==> config.mk <==
export PLATFORM = sky130hd
export DESIGN_NAME = wide_add_seq
export DESIGN_NICKNAME = d
export VERILOG_FILES = /design/src/rtl/add_seq_pkg.sv /design/src/rtl/cla_cin.sv /design/src/rtl/wide_add_seq.sv
export SDC_FILE = /design/constraint.sdc
export NUM_CORES = 1
export LEC_CHECK = 0
export CORE_ASPECT_RATIO = 1.5
export CORE_MARGIN = 3
export CORE_UTILIZATION = 41
export CTS_CLUSTER_DIAMETER = 80
export DETAILED_ROUTE_END_ITERATION = 16
export DONT_BUFFER_PORTS = 1
export GPL_TIMING_DRIVEN = 0
export PLACE_DENSITY = 0.65
export SLEW_MARGIN = 20
export SYNTH_ARGS = -nofsm -noshare
export SYNTH_HDL_FRONTEND = slang
export SYNTH_HIERARCHICAL = 1
export SYNTH_SLANG_ARGS = --single-unit
==> constraint.sdc <==
create_clock -name i_clk -period 5.2 [get_ports i_clk]
set_input_delay 1.04 -clock i_clk [delete_from_list [all_inputs] [get_ports i_clk]]
set_output_delay 1.04 -clock i_clk [all_outputs]
set_load 0.01 [all_outputs]
==> src/rtl/add_seq_pkg.sv <==
// Shared types and default sizing for the multi-precision add/subtract sequencer.
package add_seq_pkg;

    typedef enum logic [1:0] {
        S_IDLE = 2'd0,
        S_RUN  = 2'd1,
        S_DONE = 2'd2
    } seq_state_e;

    localparam int WORD_W_DEF    = 32;
    localparam int NUM_WORDS_DEF = 4;

endpackage

==> src/rtl/cla_cin.sv <==
// Combinational WORD_W-bit carry-lookahead adder with carry-in.
module cla_cin #(
    parameter int WORD_W = 32
) (
    input  logic [WORD_W-1:0] i_data_a,
    input  logic [WORD_W-1:0] i_data_b,
    input  logic              i_carry,
    output logic [WORD_W-1:0] o_data,
    output logic              o_carry
);

    logic [WORD_W-1:0] gen_s;
    logic [WORD_W-1:0] prop_s;
    logic [WORD_W:0]   carry_s;

    // Each carry is a flat sum-of-products of generate/propagate terms, not a ripple chain.
    function automatic logic [WORD_W:0] lookahead(input logic [WORD_W-1:0] g,
                                                  input logic [WORD_W-1:0] p,
                                                  input logic cin);
        logic [WORD_W:0] c;
        logic            term;
        logic            prod;
        c[0] = cin;
        for (int i = 0; i < WORD_W; i++) begin
            term = 1'b0;
            prod = 1'b1;
            for (int j = i; j >= 0; j--) begin
                term = term | (g[j] & prod);
                prod = prod & p[j];
            end
            c[i+1] = term | (prod & cin);
        end
        return c;
    endfunction

    // Per-bit generate/propagate, lookahead carries and sum.
    always_comb begin
        gen_s   = i_data_a & i_data_b;
        prop_s  = i_data_a ^ i_data_b;
        carry_s = lookahead(gen_s, prop_s, i_carry);
        o_data  = prop_s ^ carry_s[WORD_W-1:0];
        o_carry = carry_s[WORD_W];
    end

endmodule

==> src/rtl/wide_add_seq.sv <==
// Multi-precision add/subtract sequencer: one shared word adder, LSW first, carry chained in a register.
module wide_add_seq
    import add_seq_pkg::*;
#(
    parameter int WORD_W    = WORD_W_DEF,
    parameter int NUM_WORDS = NUM_WORDS_DEF
) (
    input  logic                        i_clk,
    input  logic                        i_rst,
    input  logic                        i_valid,
    output logic                        o_ready,
    input  logic                        i_sub,
    input  logic [WORD_W*NUM_WORDS-1:0] i_data_a,
    input  logic [WORD_W*NUM_WORDS-1:0] i_data_b,
    output logic                        o_valid,
    input  logic                        i_ready,
    output logic [WORD_W*NUM_WORDS-1:0] o_data,
    output logic                        o_carry,
    output logic                        o_busy
);

    localparam int TOT_W = WORD_W * NUM_WORDS;
    localparam int CNT_W = (NUM_WORDS > 1) ? $clog2(NUM_WORDS) : 1;
    localparam logic [CNT_W-1:0] LAST_CNT = CNT_W'(NUM_WORDS - 1);

    seq_state_e        state_r;
    seq_state_e        state_s;
    logic [CNT_W-1:0]  cnt_r;
    logic              carry_r;
    logic [TOT_W-1:0]  a_r;
    logic [TOT_W-1:0]  b_r;
    logic [TOT_W-1:0]  data_r;
    logic              ocarry_r;
    logic [WORD_W-1:0] a_slice_s;
    logic [WORD_W-1:0] b_slice_s;
    logic [WORD_W-1:0] sum_s;
    logic              word_carry_s;
    logic              last_s;
    int                idx_s;

    // Select the operand slice addressed by the word counter.
    always_comb begin
        idx_s     = int'(cnt_r) * WORD_W;
        a_slice_s = a_r[idx_s +: WORD_W];
        b_slice_s = b_r[idx_s +: WORD_W];
        last_s    = (cnt_r == LAST_CNT);
    end

    cla_cin #(
        .WORD_W (WORD_W)
    ) u_cla (
        .i_data_a (a_slice_s),
        .i_data_b (b_slice_s),
        .i_carry  (carry_r),
        .o_data   (sum_s),
        .o_carry  (word_carry_s)
    );

    // Next-state logic.
    always_comb begin
        state_s = state_r;
        case (state_r)
            S_IDLE:  if (i_valid) state_s = S_RUN;  else state_s = S_IDLE;
            S_RUN:   if (last_s)  state_s = S_DONE; else state_s = S_RUN;
            S_DONE:  if (i_ready) state_s = S_IDLE; else state_s = S_DONE;
            default: state_s = S_IDLE;
        endcase
    end

    // State register.
    always_ff @(posedge i_clk) begin
        if (i_rst) begin
            state_r <= S_IDLE;
        end else begin
            state_r <= state_s;
        end
    end

    // Operand capture, word-serial accumulation and result holding.
    always_ff @(posedge i_clk) begin
        if (i_rst) begin
            cnt_r    <= '0;
            carry_r  <= 1'b0;
            a_r      <= '0;
            b_r      <= '0;
            data_r   <= '0;
            ocarry_r <= 1'b0;
        end else begin
            case (state_r)
                S_IDLE: begin
                    if (i_valid) begin
                        // Subtraction is A + ~B + 1: invert B once here, carry-in seeds the +1.
                        a_r     <= i_data_a;
                        b_r     <= i_sub ? ~i_data_b : i_data_b;
                        carry_r <= i_sub;
                        cnt_r   <= '0;
                    end
                end
                S_RUN: begin
                    data_r[idx_s +: WORD_W] <= sum_s;
                    carry_r                 <= word_carry_s;
                    if (last_s) begin
                        ocarry_r <= word_carry_s;
                    end else begin
                        cnt_r <= cnt_r + CNT_W'(1);
                    end
                end
                default: begin
                end
            endcase
        end
    end

    assign o_ready = (state_r == S_IDLE);
    assign o_valid = (state_r == S_DONE);
    assign o_busy  = (state_r == S_RUN) || (state_r == S_DONE);
    assign o_data  = data_r;
    assign o_carry = ocarry_r;

endmodule

# --- Word level (Yosys, flattened, before mapping) ---
# Index checks and enable logic that the tools add are counted.
# W data, S select, Z words.
word_totals:
  word_cells: 1592
  register_bits: 390
  out_inout_bits: 132
  input_bits: 261
op_classes:
  muxes: 11
  add_sub_neg: 2
  n_reduce_logical: 7
  n_eq_ne: 5
  bitwise_logic: 1556
  shifts: 4
ops:
  columns: ["op", "count"]
  rows:
  - ["$and A1 B1 Y1", 1024]
  - ["$or A1 B1 Y1", 528]
  - ["$shiftx A128 B8 Y32", 2]
  - ["$bwmux W128", 1]
  - ["$mux W128", 1]
  - ["$not A128 Y128", 1]
  - ["$shift A32 B33 Y128 const A", 1]
  - ["$shiftx A32 B33 Y128", 1]
  - ["$xor A32 B32 Y32", 2]
  - ["$neg A7 Y33", 1]
  - ["$and A32 B32 Y32", 1]
  - ["$mux W2", 4]
  - ["$pmux W2 S3", 1]
  - ["$reduce_and A2 Y1", 3]
  - ["$eq A2 B2 Y1 const B", 2]
  - ["$ne A2 B2 Y1 const B", 2]
  - ["$pmux W2 S2", 1]
  - ["$reduce_and A3 Y1", 1]
  - ["$add A2 B1 Y2 const B", 1]
  - ["$eq A2 B1 Y1 const B", 1]
  - ["$logic_not A2 Y1", 1]
  - ["$mux W1", 2]
  - ["$pmux W1 S2", 1]
  - ["$reduce_bool A2 Y1", 1]
  - ["$logic_or A1 B1 Y1", 1]

# --- Longest topological paths before layout ---
# Gate-level depths: netlist (run 1).
depth:
  depth_word: 37
  depth_mapped: 14
  depth_no_buf: 11

# --- Cells and area by module ---
# The synthesis (run 1) kept the hierarchy.
by_module_without_submodules:
  columns: ["module", "cells_per_inst", "instances", "area_each_um2", "seq_area_each_um2"]
  rows:
  - ["wide_add_seq", 1790, 1, 16359.4, 7807.5]
  - ["cla_cin", 258, 1, 1845.5, 0.0]

# --- Least setup slack after synthesis (run 1) ---
# Ideal clock, no wire load.
synth_timing:
  path_kind: "register to register"
  start: "reg cnt_r[0]"
  end: "reg carry_r"
  required_ns: 5.108
  period_less_slack_ns: 3.639
  path_buffers: 3
  setup_time_ns: 0.092
  path_stages_with_launch: 15
  arrival_ns: 3.547
  setup_slack_ns: 1.561
  cell_sequence: "dfxtp_1 > buf_6 > buf_2 > mux4_2 > ha_1 > buf_4 > and4_1 > nand3_1 > or3b_1 > a31o_2 > o211ai_2 > a31oi_1 > o21bai_1 > and3b_1 > nor4_1"
synth_between:
  word_cells_on_any_way: 100
  classes_between: "shift (2); mux (1); bitwise (97)"
synth_lines:
  columns: ["element", "line", "rtl"]
  rows:
  - ["start, declared", "wide_add_seq.sv:28", "logic [CNT_W-1:0] cnt_r;"]
  - ["start signal, assigned", "wide_add_seq.sv:105", "cnt_r <= cnt_r + CNT_W'(1);"]
  - ["$shiftx A128 B8 Y32 *", "wide_add_seq.sv:44", "a_slice_s = a_r[idx_s +: WORD_W];"]
  - ["via a_slice_s[7]", "wide_add_seq.sv:34", "logic [WORD_W-1:0] a_slice_s;"]
  - ["$and A32 B32 Y32 or $xor A32 B32 Y32 (tied branches)", "cla_cin.sv:38, cla_cin.sv:39", null]
  - ["$and A1 B1 Y1 (on tied branches)", "cla_cin.sv:28, cla_cin.sv:29", null]
  - ["$or A1 B1 Y1 (tied with other cells) (7 in a row)", "cla_cin.sv:28", "term = term | (g[j] & prod);"]
  - ["$or A1 B1 Y1 or $and A1 B1 Y1 (tied branches)", "cla_cin.sv:28, cla_cin.sv:31", null]
  - ["$or A1 B1 Y1 *", "cla_cin.sv:31", "c[i+1] = term | (prod & cin);"]
  - ["via word_carry_s", "wide_add_seq.sv:37", "logic word_carry_s;"]
  - ["$pmux W1 S2 *", "wide_add_seq.sv:89", "case (state_r)"]
  - ["end signal, assigned", "wide_add_seq.sv:95", "carry_r <= i_sub;"]
  - ["end signal, assigned", "wide_add_seq.sv:101", "carry_r <= word_carry_s;"]
  - ["end, declared", "wide_add_seq.sv:29", "logic carry_r;"]
# Mark *: on every way through the listed nets, which the timed path passes. The rest lies on a longest branch.
# A chain may end at the register's enable or synchronous reset.

# --- Final worst setup path (run 1) ---
layout_timing:
  start: "reg cnt_r[1]"
  end: "reg data_r[95], in the netlist o_data[95]"
layout_between:
  word_cells_on_any_way: 1466
  classes_between: "add/sub (1); shift (4); mux (1); bitwise (1460)"
layout_lines:
  columns: ["element", "line", "rtl"]
  rows:
  - ["$shiftx A128 B8 Y32 *", "wide_add_seq.sv:44", null]
  - ["via a_slice_s[9]", "wide_add_seq.sv:34", null]
  - ["$and A32 B32 Y32 or $xor A32 B32 Y32 (tied branches)", "cla_cin.sv:38, cla_cin.sv:39", null]
  - ["$and A1 B1 Y1 (on tied branches)", "cla_cin.sv:28, cla_cin.sv:29", null]
  - ["$or A1 B1 Y1 (tied with other cells) (9 in a row)", "cla_cin.sv:28", null]
  - ["$or A1 B1 Y1 or $and A1 B1 Y1 (tied branches)", "cla_cin.sv:28, cla_cin.sv:31", null]
  - ["$or A1 B1 Y1 *", "cla_cin.sv:31", null]
  - ["$xor A32 B32 Y32 *", "cla_cin.sv:41", "o_data = prop_s ^ carry_s[WORD_W-1:0];"]
  - ["via sum_s[31]", "wide_add_seq.sv:36", "logic [WORD_W-1:0] sum_s;"]
  - ["$shiftx A32 B33 Y128 *", "wide_add_seq.sv:100", "data_r[idx_s +: WORD_W] <= sum_s;"]
  - ["$bwmux W128 *", "wide_add_seq.sv:100", null]
  - ["end signal, assigned by index", "wide_add_seq.sv:100", null]
  - ["end, declared", "wide_add_seq.sv:32", "logic [TOT_W-1:0] data_r;"]
# Marks and branches as above.

==> results.md, run 1 <==
- YS warnings: 6
- WL met3: 5420 µm
- TritonCTS clock tree: built
- Status: completed
- Final-report hold violation count: 0
- Worst hold path type: reg2reg
- Static Leak: a little over 7 nW
- Initial cell density of the core: 0.419
- Synthesized area: 0.0182 mm²
- Number of port buffers: 0
- Max Cap Violations: 0
- Worst-path clk slew: around 0.06 ns
- Post-route cell area: just over 0.02 mm²
- CP Class: reg2reg
- Num rows: 93
- Final core occ: 0.466
- Crit-path cells: clkbuf_2 > buf_2 > mux4_2 > ha_1 > a21oi_1 > o211ai_1 > a211oi_1 > a31o_2 > o211ai_2 > a31oi_1 > xnor2_1 > nand4_1 > a21oi_1
- Nets@finish: around 2400
- Clock sinks: 390
- Initial antenna violation count: 11
- Pre-CTS WS: ~0.084 ns
- Top Layer Used: met5
- Final setup vio count: 0
- FMAX: 0.201 GHz
- CP endpoint kind: register
- Multi-input gate area: approximately 0.0095 mm²
- Initial DRC count: about 1000
- Crit path max-delay family: compound AO/OA/AOI/OAI gates
- Synthesized flop and latch total: approximately 400
- Tightest Pin Transition: ~0.96 ns
- Met1 WL: approximately 22000 µm
- Vias in the first global route: 15800
- Drt wl/cell: 24.7 µm
- CP dominant cell by count: a21oi_1
- Top-count cell post-synth: dfxtp_1
- Drt total wl: 66500 µm
- Synth cell types: between 60 and 70
- Synthesized Nets: 2351
- Final Max Tran Viols: 0
- Top cell type by total area after synthesis: dfxtp_1
- Sequential share of the synthesized area: 0.429
- Mean post-synth cell area: 8.89 µm²
- Area occupied by registers: 0.00781 mm²
- Final RePlAce weighted congestion: 0.910
- Vias per cell: between 5 and 6
- Setup tns final: 0 ns
- Post-synth ARST share: 0
- CTS Buffer Depth: 3
- Ys flop type: dfxtp_1
- Clock root cell: clkbuf_16
- Slew margin rel.: 0.360
- Maximum fanout along the worst path: 10
- Die width: between 150 and 200 µm
- Die Y: approximately 260 µm
- Fraction of layout cells with a size suffix above 1: 0.113
- CTS Buf Count: 40
- Overall global routing resource usage: 0.273
- Largest cells by area after synthesis: dfxtp_1, mux4_2, nand2_1, xnor2_1, a21oi_1
- IO Count: approximately 400
- Crit path largest cell delay: 0.64 ns
- Pin count of the biggest net entering global routing: 15
- Post-CTS Hold Buffers: 0
- Final antenna-violating net count: 0
- Worst skew pair latency: 0.56 ns
- Startpoint type of the worst setup path: register
- WL met2: between 30000 and 40000 µm
- HPWL after detailed placement: between 50000 and 60000 µm
- Fillers: ~4200
- Area Overhead vs Synth: 11.2%
- Area share of the largest cell type after synthesis: 0.429
- Worst Path Buf+Inv: 2
- Worst setup margin: ~0.23 ns
- Critical Path AT: 5.43 ns
- Grt ovf: 0
- Final Skew: slightly above 0.02 ns
- Max VDD drop: 248 µV
- Die ar.: between 0.04 and 0.05 mm²
- Synth cell count leaders: dfxtp_1, nand2_1, a21oi_1
- Crit share post-route: 0.955
- Syn Inst Count: between 2000 and 2500
- H-tree levels: 2
- Minimum clock period: 4.97 ns
- Global-route wire length before repair: ~96000 µm
- Critical path data required time: about 5.7 ns
- DP Area: between 0.015 and 0.02 mm²
- Slowest CP cell: a211oi_1
- Core ar.: roughly 0.043 mm²
- Drt drc: 0
- Via count: 15600
- RSZ-0062 raised after global routing: no
- Post-synth EDFFs: 0
- Cell Pwr Density: about 370 mW/mm²
- 1st-pass router iterations: 6
registers in the layout, indices dropped and copies added, names as in the netlist:
signal / count
o_carry: 1
carry_r: 1
state_r: 2
b_r: 128
cnt_r: 2
o_data: 128
a_r: 128
metrics by stage:
stage | total power, W | instances | hold slack, ns
final | 0.00740 | 2695 | 0.449
after global routing | 0.00767 | 2691 | 0.466
after CTS | 0.00742 | 2690 | 0.453
after detailed placement | 0.00453 | 2618 | 0.445
after global placement | 0.00450 | 2618 | 0.439
after floorplan | 0.00413 | 2048 | 0.433
placed cells by master (no fill, tap or decap), drive strengths merged, types with 5 or more instances in the layout:
master	Yosys	final
mux4	64	64
a21oi	242	242
a21o	14	14
clkbuf	92	147
clkinv	0	8
a211oi	132	132
nand2	366	366
xor2	5	5
nand3	63	63
a32oi	44	44
nor3	6	6
nand4	37	37
o21ai	19	19
buf	93	93
inv	13	16
nor2	194	194
and3	7	7
and2	10	10
o211ai	7	7
a31oi	8	8
xnor2	145	145
ha	41	41
o21a	9	9
dfxtp	390	390
diode	0	5
logic make-up after synthesis:
family                     synth area share
adders and majority gates            0.0293
DFF                                   0.429
buffers and inverters                0.0515
xor gates and xnor gates             0.0726
muxes                                0.0809
AOI/OAI and AO/OA                     0.172
and+or+nand+nor                       0.165
worst reg2reg max path: cells and delay by family (launching register included):
family | cells | cell delay (ns)
xor gates and xnor gates | 1 | 0.42
and+or+nand+nor | 1 | 0.18
adders and majority gates | 1 | 0.34
muxes | 1 | 0.37
AOI/OAI and AO/OA | 7 | 2.32
buffers and inverters | 2 | 0.74
DFF | 1 | 0.52
metal layers:
| layer | vias to the layer above | global-route usage |
|---|---|---|
| li1 | 7296 | - |
| met1 | 7521 | 0.272 |
| met2 | 633 | 0.512 |
| met3 | 170 | 0.0768 |
| met4 | 14 | 0.124 |
| met5 | - | 0 |
power breakdown:
| group | leakage, nW | total [W] | switching [W] | internal, W |
|---|---|---|---|---|
| Sequential | 3.19 | 0.00327 | 0.000108 | 0.00316 |
| Clock | 0.634 | 0.00292 | 0.00125 | 0.00167 |
| Combinational | 3.38 | 0.00121 | 0.000778 | 0.000433 |
| Total | 7.21 | 0.00740 | 0.00214 | 0.00526 |
repair_timing:
| item | CTS | global route |
|---|---|---|
| buffers inserted | 0 | 0 |
| endpoints found under the setup margin | 0 | 16 |
| gates resized for setup | 0 | 2 |
area by class of cell:
| class | instances | share of cell area |
|---|---|---|
| Tap cell | 570 | 0.0352 |
| Antenna cell | 5 | 0.000618 |
| Inverter | 13 | 0.00241 |
| Buffer | 185 | 0.0440 |
| Sequential cell | 390 | 0.386 |
| Clock buffer | 55 | 0.0553 |
| Multi-Input combinational cell | 1460 | 0.467 |
| Clock inverter | 17 | 0.00921 |
final timing paths:
path                              start                      end  slack (ns)  cells after the start
setup / recovery  cnt_r[1]$_SDFFE_PP0P_  o_data[95]$_SDFFE_PP0P_        0.23                     13
hold / removal    a_r[109]$_SDFFE_PP0P_    a_r[109]$_SDFFE_PP0P_        0.45                      2
setup reg to reg  cnt_r[1]$_SDFFE_PP0P_  o_data[95]$_SDFFE_PP0P_        0.23                     13
hold reg to reg   a_r[109]$_SDFFE_PP0P_    a_r[109]$_SDFFE_PP0P_        0.45                      2
Power figures use the tool's default switching activity.
==> run 2, diff against run 1 <==
--- a/config.mk
+++ b/config.mk
@@ -9,6 +9,7 @@
 export CORE_MARGIN = 3
 export CORE_UTILIZATION = 41
 export CTS_CLUSTER_DIAMETER = 80
+export CTS_CLUSTER_SIZE = 14
 export DETAILED_ROUTE_END_ITERATION = 16
 export DONT_BUFFER_PORTS = 1
 export GPL_TIMING_DRIVEN = 0
==> constraint.sdc (replaced) <==
create_clock -name i_clk -period 5.7 [get_ports i_clk]
set_input_delay 1.14 -clock i_clk [delete_from_list [all_inputs] [get_ports i_clk]]
set_output_delay 1.14 -clock i_clk [all_outputs]
set_load 0.01 [all_outputs]
==> results.md, run 2 (synthesis results as in run 1) <==
- Status: completed
- Initial cell density of the core: 0.419
- Startpoint type of the worst setup path: register
- 1st-pass router iterations: 6
- Final setup vio count: 0
- Worst-path clk slew: about 0.070 ns
- CP endpoint kind: register
- Final Power: approximately 0.006 W
- Most frequent cells in the layout: dfxtp_1, nand2_1, a21oi_1
- Die width: roughly 180 µm
- Grt ovf: 0
- Number of port buffers: 0
- Max VDD drop: 186 µV
- Die Y: 264 µm
- Crit share post-route: 0.920
- Worst reg2reg startpoint: cnt_r[1]$_SDFFE_PP0P_
- Setup bufs post-CTS: 0
- Drt drc: 0
- CTS resizes: 0
- Overall global routing resource usage: 0.270
- Worst Path Buf+Inv: 2
- Minimum clock period: around 5.2 ns
- CP Class: reg2reg
- Area Overhead vs Synth: 8.35%
- Cell Pwr Density: ~310 mW/mm²
- Final-report hold violation count: 0
- Core ar.: 0.0434 mm²
- Critical path data required time: just over 6 ns
- Worst skew pair latency: between 0.5 and 0.6 ns
- Pre-CTS WS: between 0.5 and 0.6 ns
- Num rows: slightly above 90
- Final Max Tran Viols: 0
- Nets@finish: about 2400
- WHS Path Cells: 2
- CTS Buf Count: 31
- CP dominant cell by count: a21oi_1
- H-tree levels: 1
- HPWL after detailed placement: 53500 µm
- RSZ-0062 raised after global routing: no
- Top Layer Used: met5
- CTS Buffer Depth: 3
- Fraction of layout cells with a size suffix above 1: 0.100
- Crit-path cells: clkbuf_1 > buf_2 > mux4_2 > ha_1 > a21oi_1 > o211ai_1 > a211oi_1 > a31o_2 > o211ai_2 > a31oi_1 > xnor2_1 > nand4_1 > a21oi_1
- Setup tns final: 0 ns
- Worst setup margin: between 0.4 and 0.5 ns
- Drt total wl: ~66000 µm
- Initial antenna violation count: 14
- Drt wl/cell: 24.9 µm
- Vias per cell: roughly 5.8
- Global-route wire length before repair: 95500 µm
- Worst hold path type: reg2reg
- Commonest non-fill, non-tap cell in the layout: dfxtp_1
- Worst Hold Path EP: a_r[109]$_SDFFE_PP0P_
- Tightest Pin Transition: between 0.9 and 1 ns
- Clock sinks: 390
- Met1 WL: ~23000 µm
- Post-CTS Hold Buffers: 0
- R2r endpoint: o_data[95]$_SDFFE_PP0P_
- WL met2: approximately 35000 µm
- FMAX: roughly 0.19 GHz
- Vias in the first global route: 15700
- Initial DRC count: 1018
- Via count: approximately 15000
- Max Cap Violations: 0
- Maximum fanout along the worst path: 10
- Final antenna-violating net count: 0
- IO Count: approximately 390
- Clock root cell: clkbuf_16
- Worst Reg2Reg Path Length in Cells: 13
- Final Skew: slightly below 0.02 ns
- WL met3: ~5100 µm
- Pin count of the biggest net entering global routing: 15
- Slowest CP cell: a211oi_1
- FF-to-FF setup slack: about 0.45 ns
- TritonCTS clock tree: built
- Crit path largest cell delay: 0.65 ns
- Slew margin rel.: 0.370
- Critical Path AT: 5.75 ns
- Min-delay src: a_r[109]$_SDFFE_PP0P_
- Crit path max-delay family: compound AO/OA/AOI/OAI gates
- Final RePlAce weighted congestion: roughly 0.91
- Static Leak: ~7.0 nW
- Die ar.: 0.0470 mm²
-- run 2: tightest hold or removal path, cell delays in order (launching register included) --
cell	delay (ns)
dfxtp_1	0.31
nand2_1	0.05
a21oi_1	0.05
-- run 2: metrics by stage --
step	cell area, µm²	hold WS (ns)	util	cells
finish	19700	0.451	0.454	2657
global route	19700	0.469	0.454	2654
CTS	19700	0.454	0.454	2650
detailed placement	18900	0.445	0.436	2618
global placement	18900	0.439	0.436	2618
floorplan	18200	0.433	-	2048
-- run 2: report_power, final --
group	total [W]	internal [W]	leakage, nW	switching, W
Combinational	0.00110	0.000395	3.38	0.000710
Clock	0.00194	0.000965	0.389	0.000975
Sequential	0.00298	0.00288	3.19	0.0000983
-- run 2: worst max-delay path by stage --
stage	startpoint	endpoint	slack [ns]	depth (start not counted)
after floorplan	cnt_r[0]$_SDFFE_PP0P_	carry_r$_SDFFE_PP0P_	2.06	14
after CTS	cnt_r[1]$_SDFFE_PP0P_	o_data[95]$_SDFFE_PP0P_	0.51	13
final	cnt_r[1]$_SDFFE_PP0P_	o_data[95]$_SDFFE_PP0P_	0.45	13
after global placement	cnt_r[1]$_SDFFE_PP0P_	o_data[95]$_SDFFE_PP0P_	0.59	13
after global routing	cnt_r[1]$_SDFFE_PP0P_	o_data[95]$_SDFFE_PP0P_	0.27	13
after detailed placement	cnt_r[1]$_SDFFE_PP0P_	o_data[95]$_SDFFE_PP0P_	0.58	13
-- run 2: layout make-up --
cell class,count,area [µm²]
Multi-Input combinational cell,1460,9460
Inverter,13,48.8
Buffer,185,888
Fill cell,4278,23700
Sequential cell,390,7810
Clock buffer,32,790
Antenna cell,7,17.5
Tap cell,570,713
-- run 2: layer usage --
layer / vias up / GRT usage
met5: - / 0
met4: 16 / 0.125
met3: 158 / 0.0680
met2: 588 / 0.509
met1: 7435 / 0.272
li1: 7237 / -
